===== config.mk =====
export PLATFORM = sky130hd
export DESIGN_NAME = instr_prefetch_queue_flat
export DESIGN_NICKNAME = d
export VERILOG_FILES = /design/src/rtl/instr_prefetch_queue_if.sv /design/src/rtl/instr_prefetch_queue.sv /design/src/flat_wrapper.sv
export SDC_FILE = /design/constraint.sdc
export NUM_CORES = 1
export LEC_CHECK = 0
export ABC_AREA = 1
export CAP_MARGIN = 15
export CORE_MARGIN = 10
export CORE_UTILIZATION = 49
export CTS_CLUSTER_SIZE = 25
export DETAILED_ROUTE_END_ITERATION = 16
export GPL_TIMING_DRIVEN = 0
export PLACE_DENSITY = 0.81
export SYNTH_ARGS = -nofsm -noshare
export SYNTH_HDL_FRONTEND = slang
export SYNTH_SLANG_ARGS = --single-unit

===== constraint.sdc =====
create_clock -name clk -period 4.3 [get_ports clk]
set_input_delay 0.86 -clock clk [delete_from_list [all_inputs] [get_ports clk]]
set_output_delay 0.86 -clock clk [all_outputs]
set_load 0.01 [all_outputs]

===== src/rtl/instr_prefetch_queue_if.sv =====
// Instruction-fetch bus bundle: memory request/ack side, decode side and redirect.
// The master modport is the prefetch queue itself; slave is the surrounding pipeline/memory.
interface instr_prefetch_queue_if;
  logic        imem_req;
  logic [31:0] imem_addr;
  logic        imem_ack;
  logic [31:0] imem_rdata;
  logic        instr_valid;
  logic [31:0] instruction;
  logic [31:0] instr_pc;
  logic        instr_ready;
  logic        redirect;
  logic [31:0] redirect_pc;
  logic [3:0]  fifo_count;

  modport master (
    output imem_req, imem_addr, instr_valid, instruction, instr_pc, fifo_count,
    input  imem_ack, imem_rdata, instr_ready, redirect, redirect_pc
  );

  modport slave (
    input  imem_req, imem_addr, instr_valid, instruction, instr_pc, fifo_count,
    output imem_ack, imem_rdata, instr_ready, redirect, redirect_pc
  );
endinterface


===== src/rtl/instr_prefetch_queue.sv =====
// Instruction prefetch queue: single-outstanding fetch engine feeding a small FIFO of
// {pc, word} entries towards decode, with branch redirect flush and ack draining.
module instr_prefetch_queue #(
  parameter int          DEPTH    = 4,
  parameter logic [31:0] RESET_PC = 32'h0000_0000
) (
  input  logic                         clk,
  input  logic                         reset,
  instr_prefetch_queue_if.master       bus
);
  localparam int         PTR_W   = (DEPTH > 1) ? $clog2(DEPTH) : 1;
  localparam logic [4:0] DEPTH_C = 5'(DEPTH);

  typedef enum logic [1:0] {
    IDLE  = 2'd0,
    REQ   = 2'd1,
    DRAIN = 2'd2
  } state_t;

  state_t             state_reg, state_next;
  logic [31:0]        fetch_pc_reg, fetch_pc_next;
  logic [PTR_W-1:0]   wr_ptr_reg, rd_ptr_reg;
  logic [3:0]         count_reg;
  logic [31:0]        instr_mem [DEPTH];
  logic [31:0]        pc_mem    [DEPTH];

  logic        pop_req;
  logic        push;
  logic        pop_en;
  logic        flush;
  logic [31:0] redirect_aligned;
  logic [4:0]  count_after_pop;
  logic [4:0]  count_after_ack;

  assign pop_req          = (count_reg != 4'd0) && bus.instr_ready;
  assign redirect_aligned = bus.redirect_pc & ~32'd3;
  assign count_after_pop  = {1'b0, count_reg} - {4'b0, pop_req};
  assign count_after_ack  = {1'b0, count_reg} + 5'd1 - {4'b0, pop_req};

  always_comb begin
    state_next    = state_reg;
    fetch_pc_next = fetch_pc_reg;
    push          = 1'b0;
    pop_en        = 1'b0;
    flush         = 1'b0;
    case (state_reg)
      IDLE: begin
        if (bus.redirect) begin
          flush         = 1'b1;
          fetch_pc_next = redirect_aligned;
          state_next    = REQ;
        end else begin
          pop_en = pop_req;
          if (count_after_pop < DEPTH_C) state_next = REQ;
        end
      end
      REQ: begin
        if (bus.redirect) begin
          flush         = 1'b1;
          fetch_pc_next = redirect_aligned;
          // An ack in the same cycle retires the old request, so nothing is left to drain.
          state_next    = bus.imem_ack ? REQ : DRAIN;
        end else begin
          pop_en = pop_req;
          if (bus.imem_ack) begin
            push          = 1'b1;
            fetch_pc_next = fetch_pc_reg + 32'd4;
            state_next    = (count_after_ack < DEPTH_C) ? REQ : IDLE;
          end
        end
      end
      DRAIN: begin
        if (bus.redirect) begin
          flush         = 1'b1;
          fetch_pc_next = redirect_aligned;
          // The awaited stale ack arriving now is consumed here, otherwise keep waiting.
          state_next    = bus.imem_ack ? REQ : DRAIN;
        end else begin
          pop_en = pop_req;
          if (bus.imem_ack) state_next = REQ;
        end
      end
      default: state_next = IDLE;
    endcase
  end

  always_ff @(posedge clk) begin
    if (reset) begin
      state_reg    <= IDLE;
      fetch_pc_reg <= RESET_PC;
      wr_ptr_reg   <= '0;
      rd_ptr_reg   <= '0;
      count_reg    <= 4'd0;
    end else begin
      state_reg    <= state_next;
      fetch_pc_reg <= fetch_pc_next;
      if (flush) begin
        wr_ptr_reg <= '0;
        rd_ptr_reg <= '0;
        count_reg  <= 4'd0;
      end else begin
        if (push)   wr_ptr_reg <= wr_ptr_reg + 1'b1;
        if (pop_en) rd_ptr_reg <= rd_ptr_reg + 1'b1;
        count_reg <= count_reg + {3'b0, push} - {3'b0, pop_en};
      end
    end
  end

  // Entry storage carries no reset; validity is tracked by count_reg alone.
  always_ff @(posedge clk) begin
    if (push && !reset) begin
      instr_mem[wr_ptr_reg] <= bus.imem_rdata;
      pc_mem[wr_ptr_reg]    <= fetch_pc_reg;
    end
  end

  assign bus.imem_req    = (state_reg == REQ);
  assign bus.imem_addr   = fetch_pc_reg;
  assign bus.instr_valid = (count_reg != 4'd0);
  assign bus.instruction = instr_mem[rd_ptr_reg];
  assign bus.instr_pc    = pc_mem[rd_ptr_reg];
  assign bus.fifo_count  = count_reg;
endmodule


===== src/flat_wrapper.sv =====
// flat-port wrapper written by rule: the top's interface ports become plain ports
module instr_prefetch_queue_flat 
#(
  parameter int          DEPTH    = 4,
  parameter logic [31:0] RESET_PC = 32'h0000_0000
)
  (clk, reset, bus_imem_req, bus_imem_addr, bus_instr_valid, bus_instruction, bus_instr_pc, bus_fifo_count, bus_imem_ack, bus_imem_rdata, bus_instr_ready, bus_redirect, bus_redirect_pc);
  instr_prefetch_queue_if bus_i ();
  input  logic clk;
  input  logic reset;
  output wire logic [$bits(bus_i.imem_req)-1:0] bus_imem_req;
  output wire logic [$bits(bus_i.imem_addr)-1:0] bus_imem_addr;
  output wire logic [$bits(bus_i.instr_valid)-1:0] bus_instr_valid;
  output wire logic [$bits(bus_i.instruction)-1:0] bus_instruction;
  output wire logic [$bits(bus_i.instr_pc)-1:0] bus_instr_pc;
  output wire logic [$bits(bus_i.fifo_count)-1:0] bus_fifo_count;
  input wire logic [$bits(bus_i.imem_ack)-1:0] bus_imem_ack;
  input wire logic [$bits(bus_i.imem_rdata)-1:0] bus_imem_rdata;
  input wire logic [$bits(bus_i.instr_ready)-1:0] bus_instr_ready;
  input wire logic [$bits(bus_i.redirect)-1:0] bus_redirect;
  input wire logic [$bits(bus_i.redirect_pc)-1:0] bus_redirect_pc;
  assign bus_imem_req = bus_i.imem_req;
  assign bus_imem_addr = bus_i.imem_addr;
  assign bus_instr_valid = bus_i.instr_valid;
  assign bus_instruction = bus_i.instruction;
  assign bus_instr_pc = bus_i.instr_pc;
  assign bus_fifo_count = bus_i.fifo_count;
  assign bus_i.imem_ack = bus_imem_ack;
  assign bus_i.imem_rdata = bus_imem_rdata;
  assign bus_i.instr_ready = bus_instr_ready;
  assign bus_i.redirect = bus_redirect;
  assign bus_i.redirect_pc = bus_redirect_pc;
  instr_prefetch_queue #(.DEPTH(DEPTH), .RESET_PC(RESET_PC)) u_core (.clk(clk), .reset(reset), .bus(bus_i));
endmodule

### Word-level counts from Yosys, hierarchy flattened

Memory sizes are Yosys's and may differ from the RTL's. A register that Yosys moved wholly into a read port is not among the register bits.
Index checks and enable logic that the tools add are counted.
W data, S select, Z words.

| cells by class | value |
|---|---|
| add/sub/neg operators | 8 |
| multipliers | 0 |
| div/mod/pow operators | 0 |
| $lt $le $gt $ge | 2 |
| equal/unequal tests | 6 |
| shift-type cells | 0 |
| multiplexer cells | 26 |
| bitwise gates (word level) | 0 |
| reductions and logical operators | 11 |

Operators with widths:

| kind | count |
|---|---|
| $mux W32 | 3 |
| $pmux W32 S2 | 1 |
| $add A32 B3 Y32 const B | 1 |
| $mux W2 | 11 |
| $lt A5 B3 Y1 const B | 2 |
| $mux W1 | 10 |
| $pmux W2 S3 | 1 |
| $reduce_and A3 Y1 | 2 |
| $add A4 B1 Y5 const B | 1 |
| $sub A4 B1 Y5 | 1 |
| $sub A5 B1 Y5 | 1 |
| $add A2 B1 Y2 const B | 2 |
| $add A4 B1 Y4 | 1 |
| $reduce_bool A4 Y1 | 1 |
| $reduce_or A2 Y1 | 2 |
| $sub A4 B1 Y4 | 1 |
| $ne A3 B1 Y1 const B | 1 |
| $ne A3 B2 Y1 const B | 1 |
| $ne A3 B3 Y1 const B | 1 |
| $reduce_or A3 Y1 | 1 |
| $eq A2 B1 Y1 const B | 1 |
| $eq A2 B2 Y1 const B | 1 |
| $logic_and A1 B1 Y1 | 2 |
| $logic_not A2 Y1 | 1 |
| 3 further kinds | 3 |

| word-level totals | value |
|---|---|
| bits in registers | 42 |
| latch bits | 0 |
| RAM bits | 256 |
| memory bits (read-only) | 0 |
| input port bits | 69 |
| logic and storage cells | 60 |
| memories | 2 |

Memory list:

| name | depth | bits a word | rd ports | clocked after Yosys merged registers in | wr ports | line | RTL |
|---|---|---|---|---|---|---|---|
| u_core.instr_mem | 4 | 32 | 1 | 1 | 1 | instr_prefetch_queue.sv:24 | `logic [31:0] instr_mem [DEPTH];` |
| u_core.pc_mem | 4 | 32 | 1 | 1 | 1 | instr_prefetch_queue.sv:25 | `logic [31:0] pc_mem [DEPTH];` |

### Depth between registers and ports, before layout

Gate-level depths: netlist of run 1.

| depth | value |
|---|---|
| depth after elaboration | 8 |
| depth in mapped cells | 13 |
| mapped depth without buffers | 13 |

### Worst setup path after synthesis of run 1

Ideal clock, no wire load.

| timing | value |
|---|---|
| path kind | input to register |
| from | input reset |
| to | memory u_core.instr_mem[0][0], enable pin |
| library setup time | 482 ps |
| arrival | 3861 ps |
| required time | 3818 ps |
| slack | -43 ps |
| stages on the path | 4 |
| path through | inv_1 clkbuf_1 nand2_1 nor2_1 |

| on the way | value |
|---|---|
| cells in the longest elaborated chain, start to end | 4 |

RTL lines:

| element | line | RTL |
|---|---|---|
| start: declaration | flat_wrapper.sv:10 | `input logic reset;` |
| $logic_not A1 Y1 | instr_prefetch_queue.sv:111 | `if (push && !reset) begin` |
| $logic_and A1 B1 Y1 | instr_prefetch_queue.sv:111 |  |
| $mux W1 | instr_prefetch_queue.sv:111 |  |
| $mux W1 (not written as such) | instr_prefetch_queue.sv:112 | `instr_mem[wr_ptr_reg] <= bus.imem_rdata;` |
| end: declaration | instr_prefetch_queue.sv:24 |  |

No other way between the ends.

==> results of run 1 <==
worst paths after layout:
kind	startpoint	to	slack, ns	depth (start not counted)
setup reg to reg	u_core.state_reg[0]	u_core.instr_mem[0][25]	1.83	8
setup / recovery	flip-flop	bus_instr_pc[14]	0.38	6
hold / removal	u_core.wr_ptr_reg[0]	u_core.wr_ptr_reg[0]	0.54	2
hold reg to reg	u_core.wr_ptr_reg[0]	u_core.wr_ptr_reg[0]	0.54	2
area by class of cell:
cell class                 count  area share, %
timing repair buffer         172          11.72
clock inverter                20          1.050
inverter                      65          1.587
sequential                   290          53.90
buffer                        58          1.709
tap                          324          2.636
multi-input combinational    689          22.61
clock buffer                  32          4.793
cells by family after synthesis:
group | Yosys count
flip-flops | 290
AND/OR/NAND/NOR | 390
other | 1
XOR/XNOR | 2
adder cells (fa/ha/maj) | 16
buffers and inverters | 123
AO/OA/AOI/OAI | 277
worst register-to-register path: stages (launching register included):
cell and delay, ns:
dfxtp_1 0.38, inv_2 0.08, nor2_4 0.11, nand2_1 0.09
nor2_1 0.28, nand2_1 0.32, nor2_4 0.35, buf_12 0.26
buf_12 0.25
synth_stat cells (all sizes together):
library cell	n	area share [%]
xnor2	1	0.072
nor3	1	0.082
inv	64	2.0
o21a	1	0.061
nand3b	5	0.31
o21ai	162	6.6
and2	1	0.061
o21bai	1	0.061
dfxtp	42	6.9
nand4	6	0.36
o211ai	1	0.061
a211oi	4	0.25
conb	1	0.031
or2	6	0.31
ha	15	1.5
edfxtp	248	61
buf	22	1.0
clkbuf	36	1.1
fa	1	0.16
a31oi	9	0.46
nand2	140	4.5
xor2	1	0.072
nand3	33	1.5
nor2	198	6.7
a21oi	34	1.5
clkinv	1	0.031
o22ai	65	3.3
metal layers:
metal / vias up / share of wire (%) / track usage, %
met5: - / 0 / 0
met4: 0 / 2.2 / 5.974
met3: 48 / 7.9 / 4.123
met2: 361 / 49 / 33.08
met1: 4291 / 41 / 24.06
li1: 4313 / - / -
power groups by stage:
stage / Clock, mW / Sequential [mW] / Combinational (mW)
4_1_cts: 2.40 / 3.21 / 0.470
5_1_grt: 2.52 / 3.22 / 0.515
3_3_place_gp: 0 / 3.26 / 0.454
6_report: 2.37 / 3.21 / 0.469
2_1_floorplan: 0 / 3.25 / 0.208
3_5_place_dp: 0 / 3.26 / 0.467
==> metrics.md, run 1 <==
| Metric | Value |
|---|---|
| Psw | 1.351 mW |
| Worst hold margin | 0.5404 ns |
| I/O pin cnt | 171 |
| Vias | 9013 |
| Via/cell ratio | 5.462 |
| Antenna Cells | 0 |
| Min-delay worst type | reg2reg |
| Die area | 31680 sq um |
| CP cell instances | clkbuf_1, inv_1, clkbuf_1, o21ai_0, o22ai_1, clkdlybuf4s50_1 |
| DR pass1 iterations | 5 |
| Largest family of logic cells by synthesized area | simple AND/OR/NAND/NOR gates |
| Leakage | 5.336 nW |
| Crit-path slowest cell | clkdlybuf4s50_1 |
| Worst-path clk slew | 0.06 ns |
| Final ANT Viol Nets | 0 |
| Gr usage total | 19.33% |
| First-pass GRT wire length | 48470 um |
| Wirelength, routed | 31560 um |
| Netlist cell types | 39 |
| Fmax | 0.2549 GHz |
| Sequential fraction of design power | 53.1% |
| CTS resizes | 0 |
| Max stage delay on crit path | 0.62 ns |
| Min cycle time layout | 3.924 ns |
| # nets final | 1390 |
| CP delay by family, top | buffers and inverters |
| CP Class | reg2out |
| Most Frequent Cell on Critical Path | clkbuf_1 |
| Share of layout cells above drive strength 1 | 8.597% |
| Final Max Tran Viols | 0 |
| Commonest non-fill, non-tap cells in the layout | 248 x edfxtp_1, 181 x nor2_1, 164 x clkdlybuf4s50_1, 159 x o21ai_0, 135 x nand2_1 |
| Most common cell after layout, fill and taps aside | edfxtp_1 |
| CTS max path bufs | 3 |
| Final worst slack | 0.3763 ns |
| Clock sinks | 290 |
| Top reg by flops | u_core.instr_mem |
| Net Sw Frac | 22.35% |
| Filler instances | 1846 |
| Post-synthesis mux area share | 0% |
| # setup viols final | 0 |
| Initial core utilization | 50.00% |
| Clock tree from TritonCTS | yes |
| Setup TNS | 0 ns |
| CORE AREA | 24460 sq um |
| H-tree Lvls | 1 |
| Power density cells | 393.1 nW/um^2 |
| Placed Cells | 1598 |
| Post-Syn Area | 12230 sq um |
| Area Overhead vs Synth | 25.73% |
| Core Util, Final | 62.86% |
| Sequential fraction of the synthesis area | 67.76% |
| Max VDD drop | 0.0002318 V |
| Total power | 6.045 mW |
| Worst rel slew slack | 60.20% |
| Chip height | 178.0 um |
| Core Rows | 57 |
| Placed Area | 14480 sq um |
| Synth Area in XOR/XNOR | 0.1432% |
| Wire per inst | 19.13 um |
| Max Cap Viol | 0 |
| Fin. Hold Viols | 0 |
| Final HPWL DP | 21510 um |
| Port bufs | 164 |
| Dpl ws | 0.8930 ns |
| Grt ovf | 0 |
| Largest net degree at the start of global routing | 31 |
| DR iter-0 viols | 818 |
| Status | finished, final reports clean |
| Combinational Power Share | 7.8% |
| Worst Tran Pin Value | 0.5969 ns |
| Kind of end point of the critical path | output pin |
| Clk root buf | clkbuf_16 |
| Yosys warning count | 0 |
| Startpoint types | flip-flop |
| Synth Register Bits | 290 |
| RSZ-0062 raised after global routing | false |
| Inserted Clock Buffers | 29 |
| Vias in the first global route | 9095 |
| Clock Latency Late Sink | 0.54 ns |
| Initial antenna violation count | 0 |
| Setup Skew | 0.02150 ns |
| Clock Power Share | 39.2% |
| FF/Latch Area | 8288 sq um |
| Ratio of final minimum period to clock period | 91.25% |
| CP max FO | 10 |
| Adder-Cell Fraction of Synth Area | 1.698% |
| Die extent in x | 178.0 um |
| CP arrival | 3.06 ns |
| CP required | 3.44 ns |
| WP buf/inv | 4 |
| Finished Cell Area | 15380 sq um |
| Routability Congestion | 0.9537 |
| Post-Synth Simple-Gate Area | 13.83% |
| Power Internal | 4.694 mW |
| Hold-fix buffers, CTS | 0 |
| Post-route insts no fill | 1650 |
| Syn avg cell area | 11.13 sq um |
| Syn Inst Count | 1099 |
| Area of the multi-input gates | 3477 sq um |
| Max FFs per register | 128 |
| Synth Area in Compound Gates | 12.39% |
| Setup bufs post-CTS | 0 |
| Drc violations | 0 |
Power figures use the tool's default switching activity.
==> run 2, diff against run 1 <==
--- a/config.mk
+++ b/config.mk
@@ -9,9 +9,10 @@
 export CAP_MARGIN = 15
 export CORE_MARGIN = 10
 export CORE_UTILIZATION = 49
-export CTS_CLUSTER_SIZE = 25
+export CTS_CLUSTER_SIZE = 8
 export DETAILED_ROUTE_END_ITERATION = 16
 export GPL_TIMING_DRIVEN = 0
+export HOLD_SLACK_MARGIN = 0.03
 export PLACE_DENSITY = 0.81
 export SYNTH_ARGS = -nofsm -noshare
 export SYNTH_HDL_FRONTEND = slang
==> run 2 against run 1 <==
Effect of this change: clock power up 24%; final cell count grew 0.73%; via count grew 1.7%; global-route usage rose by 0.50 points; critical path depth unchanged; power up 9.6%; flip-flop and latch count unchanged; sequential share of layout area decreased by 0.97 points; maximum frequency grew 0.42%; core utilization is 1.2 points higher; worst setup slack improved by 0.016 ns; largest cell class unchanged; largest power group unchanged.
==> metrics.md, run 2 (synthesized netlist as in run 1, its figures left out) <==
| Metric | Value |
|---|---|
| Status | finished, final reports clean |
| Largest net degree at the start of global routing | 31 |
| Leakage | 5.478 nW |
| Filler instances | 1815 |
| DRT met1 WL | 12680 um |
| Clock tree from TritonCTS | yes |
| Cell count of the worst reg-to-reg path | 12 |
| Max Cap Viol | 0 |
| Antenna Cells | 0 |
| Core Rows | 57 |
| First-pass GRT wire length | 49470 um |
| Die extent in x | 178.0 um |
| Fin. Hold Viols | 0 |
| Max stage delay on crit path | 0.62 ns |
| Most Frequent Cell on Critical Path | clkbuf_1 |
| Initial antenna violation count | 0 |
| Core Util, Final | 64.02% |
| Hold-fix buffers, CTS | 0 |
| Final HPWL DP | 21510 um |
| Vias in the first global route | 9325 |
| Stages on worst setup path | 6 |
| Final Max Tran Viols | 0 |
| Startpoint types | flip-flop |
| Top sig layer | met4 |
| Drc violations | 0 |
| Placed Area | 14480 sq um |
| Worst hold margin | 0.5071 ns |
| # setup viols final | 0 |
| Most common cell after layout, fill and taps aside | edfxtp_1 |
| Worst Tran Pin Value | 0.6096 ns |
| Grt ovf | 0 |
| Total power | 6.625 mW |
| Worst Setup EP | bus_instr_pc[12] |
| CP cell instances | clkbuf_1, inv_1, clkbuf_1, o21ai_0, o22ai_1, clkdlybuf4s50_1 |
| # nets final | 1403 |
| DR pass1 iterations | 5 |
| Inserted Clock Buffers | 42 |
| Via/cell ratio | 5.516 |
| FF-to-FF setup slack | 1.82 ns |
| Max VDD drop | 0.0003132 V |
| Kind of end point of the critical path | output pin |
| DR iter-0 viols | 835 |
| Chip height | 178.0 um |
| Min-delay worst type | reg2reg |
| CP max FO | 10 |
| Initial core utilization | 50.00% |
| CTS max path bufs | 3 |
| RSZ-0062 raised after global routing | false |
| CP required | 3.44 ns |
| CTS resizes | 0 |
| Wire per inst | 19.30 um |
| R2r startpoint | u_core.bus.fifo_count[2] |
| Post-route insts no fill | 1662 |
| Fmax | 0.2559 GHz |
| DR WL met3 | 2757 um |
| Max FFs per register | 128 |
| Finished Cell Area | 15660 sq um |
| Power density cells | 423.0 nW/um^2 |
| Setup bufs post-CTS | 0 |
| WL met2 | 15960 um |
| Area Overhead vs Synth | 28.04% |
| I/O pin cnt | 171 |
| CP Class | reg2out |
| CORE AREA | 24460 sq um |
| Routability Congestion | 0.9537 |
| Ratio of final minimum period to clock period | 90.87% |
| CP arrival | 3.05 ns |
| Setup Skew | 0.02470 ns |
| Min cycle time layout | 3.907 ns |
| WP buf/inv | 4 |
| Share of layout cells above drive strength 1 | 8.819% |
| Port bufs | 164 |
| Vias | 9168 |
| Placed Cells | 1598 |
| Reg2reg end | u_core.bus.fifo_count[3] |
| Clock sinks | 290 |
| Crit-path slowest cell | clkdlybuf4s50_1 |
| H-tree Lvls | 2 |
| Worst-path clk slew | 0.05 ns |
| Gr usage total | 19.83% |
| Clock Latency Late Sink | 0.52 ns |
| CP delay by family, top | buffers and inverters |
| Worst rel slew slack | 59.36% |
| Die area | 31680 sq um |
| Commonest non-fill, non-tap cells in the layout | 248 x edfxtp_1, 181 x nor2_1, 164 x clkdlybuf4s50_1, 159 x o21ai_0, 135 x nand2_1 |
| Top reg by flops | u_core.instr_mem |
| Final ANT Viol Nets | 0 |
| Wirelength, routed | 32070 um |
| Clk root buf | clkbuf_16 |
==> run 2: cell types whose count changed in the layout (fill, tap and decap cells not counted), moves of 3 or more <==
cell and delta:
clkinv_2 -3, clkinv_4 -3, clkbuf_16 +15, clkinv_1 -8, clkbuf_1 +16, clkinvlp_4 -4
==> run 2: worst min path at each step <==
stage	from	endpoint	slack [ns]	depth (start not counted)
2_1_floorplan	u_core.rd_ptr_reg[1]	flip-flop	0.46	1
3_3_place_gp	u_core.wr_ptr_reg[0]	u_core.wr_ptr_reg[0]	0.49	2
3_5_place_dp	u_core.wr_ptr_reg[0]	u_core.wr_ptr_reg[0]	0.50	2
4_1_cts	u_core.wr_ptr_reg[0]	u_core.wr_ptr_reg[0]	0.51	2
5_1_grt	u_core.wr_ptr_reg[0]	u_core.wr_ptr_reg[0]	0.54	2
6_report	u_core.wr_ptr_reg[0]	u_core.wr_ptr_reg[0]	0.51	2
==> run 2: area by class of cell <==
cell class	instances	area [sq um]	area share, %
Buffer	58	262.8	1.678
Clock buffer	63	1172	7.486
Clock inverter	1	8.758	0.05593
Inverter	65	244.0	1.558
Multi-Input combinational cell	689	3477	22.20
Sequential cell	290	8288	52.92
Tap cell	324	405.4	2.589
Timing Repair Buffer	172	1802	11.51
==> run 2: layer usage <==
layer | vias to the layer above | GRT usage [%]
li1 | 4330 | -
met1 | 4390 | 24.29
met2 | 393 | 33.96
met3 | 55 | 4.524
met4 | 0 | 6.565
met5 | - | 0
==> run 2: worst min-delay path, delay by kind of cell (launching register included) <==
family | cells | cell delay [ns]
AOI/OAI and AO/OA | 1 | 0.05
DFF | 1 | 0.33
and+or+nand+nor | 1 | 0.07
==> run 2: report_power, final <==
part,internal [mW],switching [mW],total [mW]
sequential,3.12,0.0929,3.22
combinational,0.226,0.244,0.469
clock,1.85,1.09,2.94
==> run 2: stage by stage <==
step	setup TNS (ns)	worst slack, ns
2_1_floorplan	-10.73	-0.04326
3_3_place_gp	-643.02	-2.689
3_5_place_dp	0	0.8930
4_1_cts	0	0.3731
5_1_grt	0	0.3112
6_report	0	0.3927
==> run 3, diff against run 2 <==
--- a/config.mk
+++ b/config.mk
@@ -6,7 +6,6 @@
 export NUM_CORES = 1
 export LEC_CHECK = 0
 export ABC_AREA = 1
-export CAP_MARGIN = 15
 export CORE_MARGIN = 10
 export CORE_UTILIZATION = 49
 export CTS_CLUSTER_SIZE = 8
==> results of run 3 <==
No change in the layout: final DEF, timing and power equal those of run 2.
